## config.mk

```make
export PLATFORM = sky130hd
export DESIGN_NAME = int_arb
export DESIGN_NICKNAME = d
export VERILOG_FILES = /design/src/rtl/int_arb.sv
export SDC_FILE = /design/constraint.sdc
export NUM_CORES = 1
export LEC_CHECK = 0
export BUFFER_PORTS_ARGS = -buffer_cell sky130_fd_sc_hd__buf_2
export CAP_MARGIN = 0
export CORE_MARGIN = 2
export CORE_UTILIZATION = 47
export DETAILED_ROUTE_END_ITERATION = 6
export PLACE_DENSITY = 0.85
export SLEW_MARGIN = 5
export SYNTH_ARGS = -nofsm -noshare
export SYNTH_HDL_FRONTEND = slang
export SYNTH_SLANG_ARGS = --single-unit
```

## constraint.sdc

```tcl
create_clock -name clk -period 1.7 [get_ports clk]
set_clock_uncertainty 0.1 [all_clocks]
set_input_delay 0.17 -clock clk [delete_from_list [all_inputs] [get_ports clk]]
set_output_delay 0.17 -clock clk [all_outputs]
set_load 0.05 [all_outputs]
```

## src/rtl/int_arb.sv

```systemverilog
// int_arb: interrupt arbiter between the SoC peripherals and the tinyriscv core.
// NUM_CH maskable channels, each edge or level triggered. Pending channels are
// arbitrated and presented one at a time as an encoded ID with a valid/ack
// handshake. Further requests are held off until end-of-interrupt.
// Build option: define INT_ARB_RR_EN for round-robin arbitration. Without it,
// arbitration is fixed priority and the lowest channel index wins.
module int_arb #(
    parameter int NUM_CH = 8,
    parameter int INT_W  = 8
) (
    input  logic              clk,
    input  logic              rst,
    input  logic [NUM_CH-1:0] irq_i,
    input  logic [NUM_CH-1:0] mode_i,
    input  logic [NUM_CH-1:0] mask_i,
    input  logic              ack_i,
    input  logic              eoi_i,
    output logic [INT_W-1:0]  int_o,
    output logic              int_valid_o,
    output logic              busy_o,
    output logic [NUM_CH-1:0] pending_o
);

    localparam int GNT_W = (NUM_CH > 1) ? $clog2(NUM_CH) : 1;

    typedef enum logic [1:0] {
        IDLE = 2'd0,
        REQ  = 2'd1,
        SVC  = 2'd2
    } state_t;

    state_t            state_q;
    state_t            state_d;

    logic [NUM_CH-1:0] s1;
    logic [NUM_CH-1:0] s2;
    logic [NUM_CH-1:0] s3;
    logic [NUM_CH-1:0] rise;
    logic [NUM_CH-1:0] pending;
    logic [NUM_CH-1:0] pend_d;
    logic [NUM_CH-1:0] cand;

    logic [GNT_W-1:0]  grant;
    logic [GNT_W-1:0]  grant_d;
    logic [GNT_W-1:0]  winner;
    logic              found;

    logic [INT_W-1:0]  int_d;
    logic              valid_d;
    logic              busy_d;
    logic              ack_take;
    logic              svc_hold;

    assign rise      = s2 & ~s3;
    assign cand      = pending & mask_i;
    assign pending_o = pending;

    // Two-flop synchroniser on the raw requests, plus a delayed copy for edge detect.
    always_ff @(posedge clk or posedge rst) begin
        if (rst) begin
            s1 <= '0;
            s2 <= '0;
            s3 <= '0;
        end else begin
            s1 <= irq_i;
            s2 <= s1;
            s3 <= s2;
        end
    end

    // The in-service level channel is frozen until eoi, so it cannot re-request itself.
    assign svc_hold = (state_q == SVC) && !eoi_i;

    // Next pending: an edge sets and an ack clears (set wins); level follows the line.
    always_comb begin
        pend_d = pending;
        for (int c = 0; c < NUM_CH; c++) begin
            if (mode_i[c]) begin
                pend_d[c] = rise[c] | (pending[c] & !(ack_take && (int'(grant) == c)));
            end else if (svc_hold && (int'(grant) == c)) begin
                pend_d[c] = pending[c];
            end else begin
                pend_d[c] = s2[c];
            end
        end
    end

    // Pending register; masked channels still latch here.
    always_ff @(posedge clk or posedge rst) begin
        if (rst) begin
            pending <= '0;
        end else begin
            pending <= pend_d;
        end
    end

`ifdef INT_ARB_RR_EN
    logic [GNT_W-1:0] rr_ptr;
    logic [GNT_W-1:0] sel;
    int               idx;

    // Round-robin search that starts at the channel after the last one granted.
    always_comb begin
        found  = 1'b0;
        winner = '0;
        idx    = 0;
        sel    = '0;
        for (int i = 0; i < NUM_CH; i++) begin
            idx = (int'(rr_ptr) + i) % NUM_CH;
            sel = idx[GNT_W-1:0];
            if (!found && cand[sel]) begin
                found  = 1'b1;
                winner = sel;
            end
        end
    end

    // Pointer advances past the granted channel when the core takes it.
    always_ff @(posedge clk or posedge rst) begin
        if (rst) begin
            rr_ptr <= '0;
        end else if (ack_take) begin
            rr_ptr <= (int'(grant) == NUM_CH - 1) ? '0 : grant + 1'b1;
        end
    end
`else
    // Fixed priority: the lowest candidate index wins.
    always_comb begin
        found  = 1'b0;
        winner = '0;
        for (int c = NUM_CH - 1; c >= 0; c--) begin
            if (cand[c]) begin
                found  = 1'b1;
                winner = GNT_W'(c);
            end
        end
    end
`endif

    // Handshake FSM: next state and registered-output values.
    always_comb begin
        state_d  = state_q;
        grant_d  = grant;
        int_d    = int_o;
        valid_d  = int_valid_o;
        busy_d   = busy_o;
        ack_take = 1'b0;
        case (state_q)
            IDLE: begin
                if (found) begin
                    grant_d = winner;
                    int_d   = INT_W'(winner) + INT_W'(1);
                    valid_d = 1'b1;
                    state_d = REQ;
                end
            end
            REQ: begin
                if (ack_i) begin
                    ack_take = 1'b1;
                    valid_d  = 1'b0;
                    busy_d   = 1'b1;
                    state_d  = SVC;
                end else if (!cand[grant]) begin
                    // Masked or line dropped before the core took it: withdraw.
                    valid_d = 1'b0;
                    int_d   = '0;
                    state_d = IDLE;
                end
            end
            SVC: begin
                if (eoi_i) begin
                    busy_d  = 1'b0;
                    int_d   = '0;
                    state_d = IDLE;
                end
            end
            default: begin
                state_d = IDLE;
                valid_d = 1'b0;
                busy_d  = 1'b0;
                int_d   = '0;
            end
        endcase
    end

    // FSM state, grant and output registers.
    always_ff @(posedge clk or posedge rst) begin
        if (rst) begin
            state_q     <= IDLE;
            grant       <= '0;
            int_o       <= '0;
            int_valid_o <= 1'b0;
            busy_o      <= 1'b0;
        end else begin
            state_q     <= state_d;
            grant       <= grant_d;
            int_o       <= int_d;
            int_valid_o <= valid_d;
            busy_o      <= busy_d;
        end
    end

endmodule
```

* Word level (Yosys, flattened, before mapping)
Cells that the tools add are included.
** Storage, ports and cells
- Register bits after elaboration :: 47
- Latch bits :: 0
- Bits in writable memories :: 0
- Bits in read-only memories :: 0
- Input port bits :: 28
- Memories :: 0
** Cells by class
- $add $sub $neg :: 1
- $mul :: 0
- Div/mod/pow operators :: 0
- $lt $le $gt $ge :: 1
- Equal/unequal tests :: 23
- Shifts and indexed selects :: 0
- Muxes and demuxes :: 53
- Bitwise gates (word level) :: 21
- Reduce and logical (&&, ||, !) cells :: 33
** Operators by type and width (count)
- 2-to-1 mux 1 bit :: 32
- 2-to-1 mux 8 bit :: 4
- != test 2 bit, second input constant :: 13
- 2-to-1 mux 3 bit :: 8
- case mux 8 bit (3 select lines) :: 1
- logical AND 1 bit :: 17
- bitwise AND 8 bit :: 2
- == test 3 bit, second input constant :: 4
- zero test 1 bit :: 9
- AND reduction 3 bit :: 3
- bitwise AND 1 bit :: 8
- 2-to-1 mux 2 bit :: 4
- NOT 8 bit :: 1
- bitwise OR 1 bit :: 8
- == test 3 x 2 -> 1 bit, second input constant :: 2
- case mux 1 bit (3 select lines) :: 2
- case mux 2 bit (3 select lines) :: 1
- adder 3 x 1 -> 4 bit, second input constant :: 1
- < comparator 3 x 4 -> 1 bit, second input constant :: 1
- AND reduction 4 bit :: 1
- binary-select mux 1 bit (select 3 bit) :: 1
- == test 3 x 1 -> 1 bit, second input constant :: 1
- zero test 3 bit :: 1
- != test 3 bit, second input constant :: 1
- other kinds (5) :: 6

* Logic depth before layout (Yosys ltp)
Gate-level depths: netlist of the first run.
- Depth after elaboration :: 12
- Gate-level depth with buffers :: 6

* Least setup slack after synthesis of the first run
No wires, ideal clock.
- Path kind :: reg-to-reg
- Start :: reg pending[3] (netlist: pending_o[3])
- End :: reg int_o[0]
- Data arrival time :: 1.796 ns
- Data required time :: 1.533 ns
- Slack :: -0.263 ns
- Cell stages (with the launch flop) :: 6
- Buffers on the path :: 0
- Period minus slack after synthesis :: 1.963 ns
- Path through :: dfrtp_1 nand2_1 mux4_2 o22a_1 nand3b_4 a22o_1
** On the way
- Cells in the longest elaborated chain, start to end :: 8
** Ends and longest elaborated chain
- start: declaration :: line 39 : logic [NUM_CH-1:0] pending;
- start signal: assignment :: line 93 : pending <= pend_d;
- bitwise AND 8 bit * :: line 55 : assign cand = pending & mask_i;
- 2-to-1 mux 3 bit (4 in series) :: line 132 : if (cand[c]) begin
- adder 3 x 1 -> 4 bit :: line 152 : int_d = INT_W'(winner) + INT_W'(1);
- 2-to-1 mux 8 bit :: line 150 : if (found) begin
- case mux 8 bit (3 select lines) :: line 148 : case (state_q)
- end signal: assignment :: line 197 : int_o <= int_d;
- end: declaration :: line 18 : output logic [INT_W-1:0] int_o,
Mark *: on every way between the ends. The rest lies on a longest branch, timed or not. The select of a mux whose other input is x is not followed.
A chain may end at the register's enable or synchronous reset.

* Final worst setup path of the first run
Same ends and word-level chain as after synthesis.

==> summary.md, run 1 <==
| Metric | Value |
|---|---|
| Outcome | `finished clean` |
| WL final | `4170 µm` |
| Drt wl/cell | `13.9 µm` |
| Htree depth | `2` |
| Gr ovfl total | `0` |
| GRT Util Overall | `20.2%` |
| FF-to-FF End | `int_o[0]` |
| Most common flop cell mapped by yosys | `dfrtp_1` |
| Initial core utilization | `48.1%` |
| Syn Std Cell Area | `1900 µm²` |
| Max Fclk | `599 MHz` |
| Yosys top cell area share | `56.8%` |
| RSZ-0062 raised after global routing | `yes` |
| Synth top area cells | `dfrtp_1 57%, nand2_1 4.8%, o21ai_0 4.5%, mux2i_1 3.7%, mux4_2 2.4%` |
| Setup TNS | `0 ns` |
| CTS tree | `built` |
| 1st-iter DRT viols | `57` |
| Drt pass-1 iters | `4` |
| Clock Path Buffers | `2` |
| # diodes | `0` |
| Max Fanout on Critical Path | `6` |
| Hold Fails Final Rpt | `0` |
| Clock transition at path regs | `0.09 ns` |
| Top sig layer | `met4` |
| WL met2 | `2080 µm` |
| Syn Inst Count | `171` |
| GPL Wtd Cong | `0.910` |
| Vias | `1582` |
| Synth cell count leaders | `43 x dfrtp_1, 24 x nand2_1, 17 x o21ai_0` |
| Remaining antenna violation count | `0` |
| Most common cell in the netlist | `dfrtp_1` |
| Count of final max-slew check failures | `0` |
| Slew at the pin with the worst max-slew slack | `0.514 ns` |
| Final min period | `1.67 ns` |
| Initial antenna violation count | `0` |
| Critical Path, Cell by Cell | `nand2_2 -> mux4_2 -> o22a_1 -> nand3b_4 -> a22o_1` |
| Setup crit start kind | `flip-flop` |
| Share of post-route cells with drive strength above 1 | `36.3%` |
| YS warnings | `0` |
| Element type at the critical path end | `flip-flop` |
| FFs w/ async S/R, synth | `100%` |
| Die area | `4560 µm²` |
| HPWL Detailed | `2990 µm` |
| Hold_sp | `eoi_i` |
| Sink Count | `43` |
| # setup viols final | `0` |
| Slowest cell on crit path | `mux4_2` |
| Data required time of the worst path | `1.85 ns` |
| Critical path endpoint | `int_o[0]` |
| Maximum VDD drop | `652 µV` |
| CTS root buf | `clkbuf_8` |
| CTS buffer count | `5` |
| Dominant cell type by area after synthesis | `dfrtp_1` |
| Placeable Area | `3940 µm²` |
| RR Startpoint | `pending_o[3]` |
| Global-route wire length before repair | `6670 µm` |
| Start point of the critical path | `pending_o[3]` |
| Yosys cell types | `41` |
| Worst path max stage delay | `0.48 ns` |
| Worst slew margin | `65.8%` |
| Reg2reg path depth | `5` |
| Routed vias/inst | `5.26` |
| Post-layout util | `65.0%` |
| Fin nets | `278` |
| Worst skew pair latency | `0.30 ns` |
| Largest net degree at the start of global routing | `44` |
| Met3 wire length | `232 µm` |
| Post-synthesis average cell area | `11.1 µm²` |
| Area growth, synth to finish | `35.1%` |
| WP data arrival | `1.82 ns` |
| I/O pin total | `46` |
| MaxCap Viol Count | `0` |
| FF+latch count, synth | `43` |
| Number of synthesized flops with an enable pin | `0` |
| Setup slack at placement | `0.0189 ns` |
| Worst reg2reg setup slack | `0.03 ns` |
| HP Class | `input pin to flip-flop` |
| Die span in y | `67.5 µm` |
| Final WS setup | `0.0301 ns` |
| Wl on met1 | `1760 µm` |
| Cell count along the critical path | `5` |
| PortBufs | `41` |
| P_leak | `1.22 nW` |
| Die boundary width | `67.5 µm` |
| Pwr/cell area | `1320 nW/µm²` |
| Vias in the first global route | `1503` |
| CP bufs+invs | `0` |
| CP delay by family, top | `multiplexers` |
| DRC | `0` |
| Critical path class | `flip-flop to flip-flop` |
| Cell row count | `23` |
| Tcrit/Tclk final | `98.2%` |
| Seq/Total Area, Yosys | `56.8%` |
==> final cells by class <==
| type | count | area (µm²) |
|---|---|---|
| clock inverter | 3 | 20.0 |
| sequential | 43 | 1090 |
| fill | 296 | 1380 |
| multi-input combinational | 118 | 792 |
| clock buffer | 5 | 68.8 |
| tap | 50 | 62.6 |
| timing repair buffer | 76 | 508 |
| inverter | 6 | 22.5 |
==> worst min path at each step <==
| stage | to | slack (ns) | cells past startpoint |
|---|---|---|---|
| CTS | busy_o | 0.04 | 4 |
| floorplan | s1[0] | 0.10 | 0 |
| detailed placement | s1[3] | 0.18 | 1 |
| finish | busy_o | 0.04 | 4 |
| global placement | s1[2] | 0.18 | 1 |
| global route | busy_o | 0.05 | 4 |
==> worst reg2reg max path: cells and delay by family (launching register included) <==
family | cells | cell delay (ns)
AOI/OAI and AO/OA | 2 | 0.41
and+or+nand+nor | 2 | 0.21
DFF | 1 | 0.42
muxes | 1 | 0.48
==> sequential cells by signal (all words and copies together), names as in the netlist <==
register / flops
pending_o: 8
s1: 8
s2: 8
s3: 8
int_o: 4
grant: 3
state_q: 2
busy_o: 1
int_valid_o: 1
==> placed cells by master (no fill, tap or decap), drive strengths merged, types with 2 or more instances in the layout <==
cell and instances:
clkbuf 5, and3 2, o22a 2, a21boi 4, nand3 5, dlygate4sd3 16
a21o 2, a21oi 5, nor2b 5, o21a 2, clkinvlp 2, mux2i 7
buf 60, nor2 6, o21ai 21, dfrtp 43, nand2 24, mux4 2
o2bb2ai 2, inv 6, a22o 5, conb 4, nand2b 3
==> where the power goes <==
part | internal, mW | switching (mW)
sequential | 1.20 | 0.136
combinational | 0.569 | 0.828
clock | 0.286 | 0.363
==> cells by family (layout without fill, tap and decap cells) <==
| kind of cell | count (synthesis) | count (layout) | synth area share, % |
|---|---|---|---|
| AND/OR/NAND/NOR | 56 | 56 | 16.6 |
| AO/OA/AOI/OAI | 49 | 49 | 16.9 |
| flip-flops | 43 | 43 | 56.8 |
| buffers and inverters | 13 | 90 | 3.43 |
| multiplexers | 9 | 9 | 6.07 |
| other | 1 | 4 | 0.198 |
==> stage by stage <==
stage	cells	total power [mW]	instance area (µm²)	hold slack [ns]
CTS	298	3.33	2520	0.0405
finish	301	3.38	2560	0.0444
global placement	272	2.60	2250	0.177
floorplan	174	2.20	1920	0.101
global route	301	3.56	2560	0.0535
detailed placement	272	2.63	2250	0.179
==> layer usage <==
layer	track usage (%)	up-vias
met5	0	-
met4	9.44	0
met3	5.17	15
met2	32.8	61
met1	25.1	742
li1	-	764
==> timing repair <==
action                                 4_1_cts  5_1_grt
gates resized for setup                      0        6
buffers inserted                             2        3
gates cloned                                 0        0
pin swaps                                    1        9
endpoints found under the hold margin       58        0
hold buffers                                16        0
setup endpoints to repair                    2        9
(Power assumes the default switching activity.)
==> run 2: changes to the inputs <==
Settings changed: CORE_UTILIZATION 47 to 26, PLACE_DENSITY 0.85 to 0.57.
==> run 2 against run 1 <==
Sequential power hardly changed. Largest power group unchanged. Final area increased by 4.4%. Critical endpoint unchanged. Global-route usage decreased by 8.1 points. Wire length grew 6.0%. Setup slack lost 0.019 ns. Total power increased by 4.6%. Largest cell class unchanged. Core utilization shrank 27 points. Clock power grew 17%. Count of clock-buffer cells in the layout up 1. Via count is 2.1% lower. Critical path type unchanged.
==> summary.md, run 2 (same netlist as run 1, synthesis figures left out) <==
| Metric | Value |
|---|---|
| Outcome | `finished clean (unchanged)` |
| RSZ-0062 raised after global routing | `yes (unchanged)` |
| DRC | `0 (unchanged)` |
| Routed vias/inst | `4.41 (was 5.26)` |
| Final min period | `1.69 ns (was 1.67 ns)` |
| RR Startpoint | `pending_o[0] (was pending_o[3])` |
| Global-route wire length before repair | `7320 µm (was 6670 µm)` |
| Busiest grt layer | `met2 (unchanged)` |
| CP delay by family, top | `simple AND/OR/NAND/NOR gates (was multiplexers)` |
| GRT Util Overall | `12.0% (was 20.2%)` |
| WHS | `0.0905 ns (was 0.0444 ns)` |
| Vias | `1548 (was 1582)` |
| Most common cell after layout, fill and taps aside | `buf_2 (unchanged)` |
| # setup viols final | `0 (unchanged)` |
| Element type at the critical path end | `flip-flop (unchanged)` |
| Worst skew pair latency | `0.29 ns (was 0.30 ns)` |
| Critical path class | `flip-flop to flip-flop (unchanged)` |
| WP data arrival | `1.82 ns (about the same)` |
| Fill count | `713 (was 296)` |
| 1st-iter DRT viols | `79 (was 57)` |
| Initial core utilization | `26.6% (was 48.1%)` |
| Pwr/cell area | `1320 nW/µm² (about the same)` |
| GPL Wtd Cong | `0.987 (was 0.910)` |
| MaxCap Viol Count | `0 (unchanged)` |
| Cell row count | `31 (was 23)` |
| WL final | `4420 µm (was 4170 µm)` |
| Sink Count | `43 (unchanged)` |
| Count of final max-slew check failures | `0 (unchanged)` |
| Area growth, synth to finish | `41.1% (was 35.1%)` |
| CP bufs+invs | `0 (unchanged)` |
| Setup crit start kind | `flip-flop (unchanged)` |
| Drt wl/cell | `12.6 µm (was 13.9 µm)` |
| Worst path max stage delay | `0.50 ns (was 0.48 ns)` |
| Hold_sp | `eoi_i (unchanged)` |
| Met2 Resource Use GR | `19.9% (was 32.8%)` |
| Vias in the first global route | `1546 (was 1503)` |
| Largest net degree at the start of global routing | `44 (unchanged)` |
| PortBufs | `41 (unchanged)` |
| Worst slew margin | `64.1% (was 65.8%)` |
| HP Class | `input pin to flip-flop (unchanged)` |
| Tcrit/Tclk final | `99.3% (was 98.2%)` |
| HPWL Detailed | `3280 µm (was 2990 µm)` |
| P_leak | `1.25 nW (was 1.22 nW)` |
| Slowest cell on crit path | `or4_4 (was mux4_2)` |
| CTS root buf | `clkbuf_8 (unchanged)` |
| Critical path endpoint | `int_o[0] (unchanged)` |
| Critical Path, Cell by Cell | `a22oi_2 -> nand3_2 -> or4_4 -> nand3b_4 -> a22o_1 (was nand2_2 -> mux4_2 -> o22a_1 -> nand3b_4 -> a22o_1)` |
| Gr ovfl total | `0 (unchanged)` |
| GR Util met1 | `14.9% (was 25.1%)` |
| Die span in y | `89.4 µm (was 67.5 µm)` |
| CTS buffer count | `5 (unchanged)` |
| Die boundary width | `89.4 µm (was 67.5 µm)` |
| Slew at the pin with the worst max-slew slack | `0.538 ns (was 0.514 ns)` |
| Placeable Area | `7140 µm² (was 3940 µm²)` |
| Post-layout util | `37.5% (was 65.0%)` |
| Share of post-route cells with drive strength above 1 | `37.7% (was 36.3%)` |
| Fin nets | `280 (was 278)` |
| FF-to-FF End | `int_o[0] (unchanged)` |
| GR Util met3 | `3.69% (was 5.17%)` |
| Drt pass-1 iters | `4 (unchanged)` |
| Data required time of the worst path | `1.83 ns (was 1.85 ns)` |
| Clock Path Buffers | `2 (unchanged)` |
| Cell count along the critical path | `5 (unchanged)` |
| Max Fclk | `592 MHz (was 599 MHz)` |
| Initial antenna violation count | `0 (unchanged)` |
| Start point of the critical path | `pending_o[0] (was pending_o[3])` |
| Reg2reg path depth | `5 (unchanged)` |
| Remaining antenna violation count | `0 (unchanged)` |
| I/O pin total | `46 (unchanged)` |
| Die area | `7990 µm² (was 4560 µm²)` |
| Most frequent cells in the layout | `41 x buf_2, 34 x dfrtp_1, 20 x nand2_1, 20 x buf_4 (was 41 x buf_2, 34 x dfrtp_1, 22 x nand2_1)` |
| Clock transition at path regs | `0.08 ns (was 0.09 ns)` |
| # diodes | `0 (unchanged)` |
| Maximum VDD drop | `470 µV (was 652 µV)` |
| CTS tree | `built (unchanged)` |
| Worst reg2reg setup slack | `0.01 ns (was 0.03 ns)` |
| Max Fanout on Critical Path | `4 (was 6)` |
| Hold Fails Final Rpt | `0 (unchanged)` |
| Htree depth | `2 (unchanged)` |
[run 2: area by class of cell]
type | count | area, µm² | share of cell area (%)
sequential | 43 | 1090 | 40.6
inverter | 6 | 22.5 | 0.842
timing repair buffer | 78 | 527 | 19.7
clock buffer | 6 | 72.6 | 2.71
tap | 99 | 124 | 4.63
clock inverter | 1 | 30.0 | 1.12
multi-input combinational | 118 | 812 | 30.4
[run 2: worst min-delay path by stage]
stage	to	slack, ns	cells after the start
6_report	busy_o	0.09	4
5_1_grt	busy_o	0.08	4
4_1_cts	busy_o	0.06	4
3_5_place_dp	s1[4]	0.18	1
3_3_place_gp	s1[0]	0.18	1
2_1_floorplan	s1[0]	0.10	0
[run 2: worst register-to-register path, delay by kind of cell (launching register included)]
family / cells / cell delay, ns
AOI/OAI and AO/OA: 2 / 0.37
and+or+nand+nor: 3 / 0.76
DFF: 1 / 0.42
[run 2: metal layers]
| layer | wire length, µm | vias up |
|---|---|---|
| met5 | 0 | - |
| met4 | 58 | 0 |
| met3 | 218 | 8 |
| met2 | 2210 | 33 |
| met1 | 1940 | 743 |
| li1 | - | 764 |
[run 2: through the flow]
stage | cells | setup TNS, ns | power (mW) | setup WS (ns) | cell area (µm²)
after floorplan | 174 | -0.235 | 2.20 | -0.0737 | 1920
after global placement | 325 | -0.0718 | 2.70 | -0.0718 | 2340
after detailed placement | 325 | -0.0278 | 2.70 | -0.0208 | 2340
after CTS | 348 | 0 | 3.51 | 0.00628 | 2620
after global routing | 351 | -0.201 | 3.77 | -0.0398 | 2680
final | 351 | 0 | 3.53 | 0.0114 | 2680
[run 2: timing repair]
action,in CTS,in global routing
gates resized for setup,2,12
setup buffers,0,3
hold buffers,16,0
setup endpoints to repair,4,9
endpoints found under the hold margin,58,0
pin swaps,1,4
gates cloned,0,0
[run 2: where the power goes]
| part | internal [mW] | total, mW | switching (mW) |
|---|---|---|---|
| registers | 1.20 | 1.33 | 0.135 |
| clock network | 0.431 | 0.760 | 0.329 |
| logic | 0.594 | 1.44 | 0.847 |
| total | 2.22 | 3.53 | 1.31 |
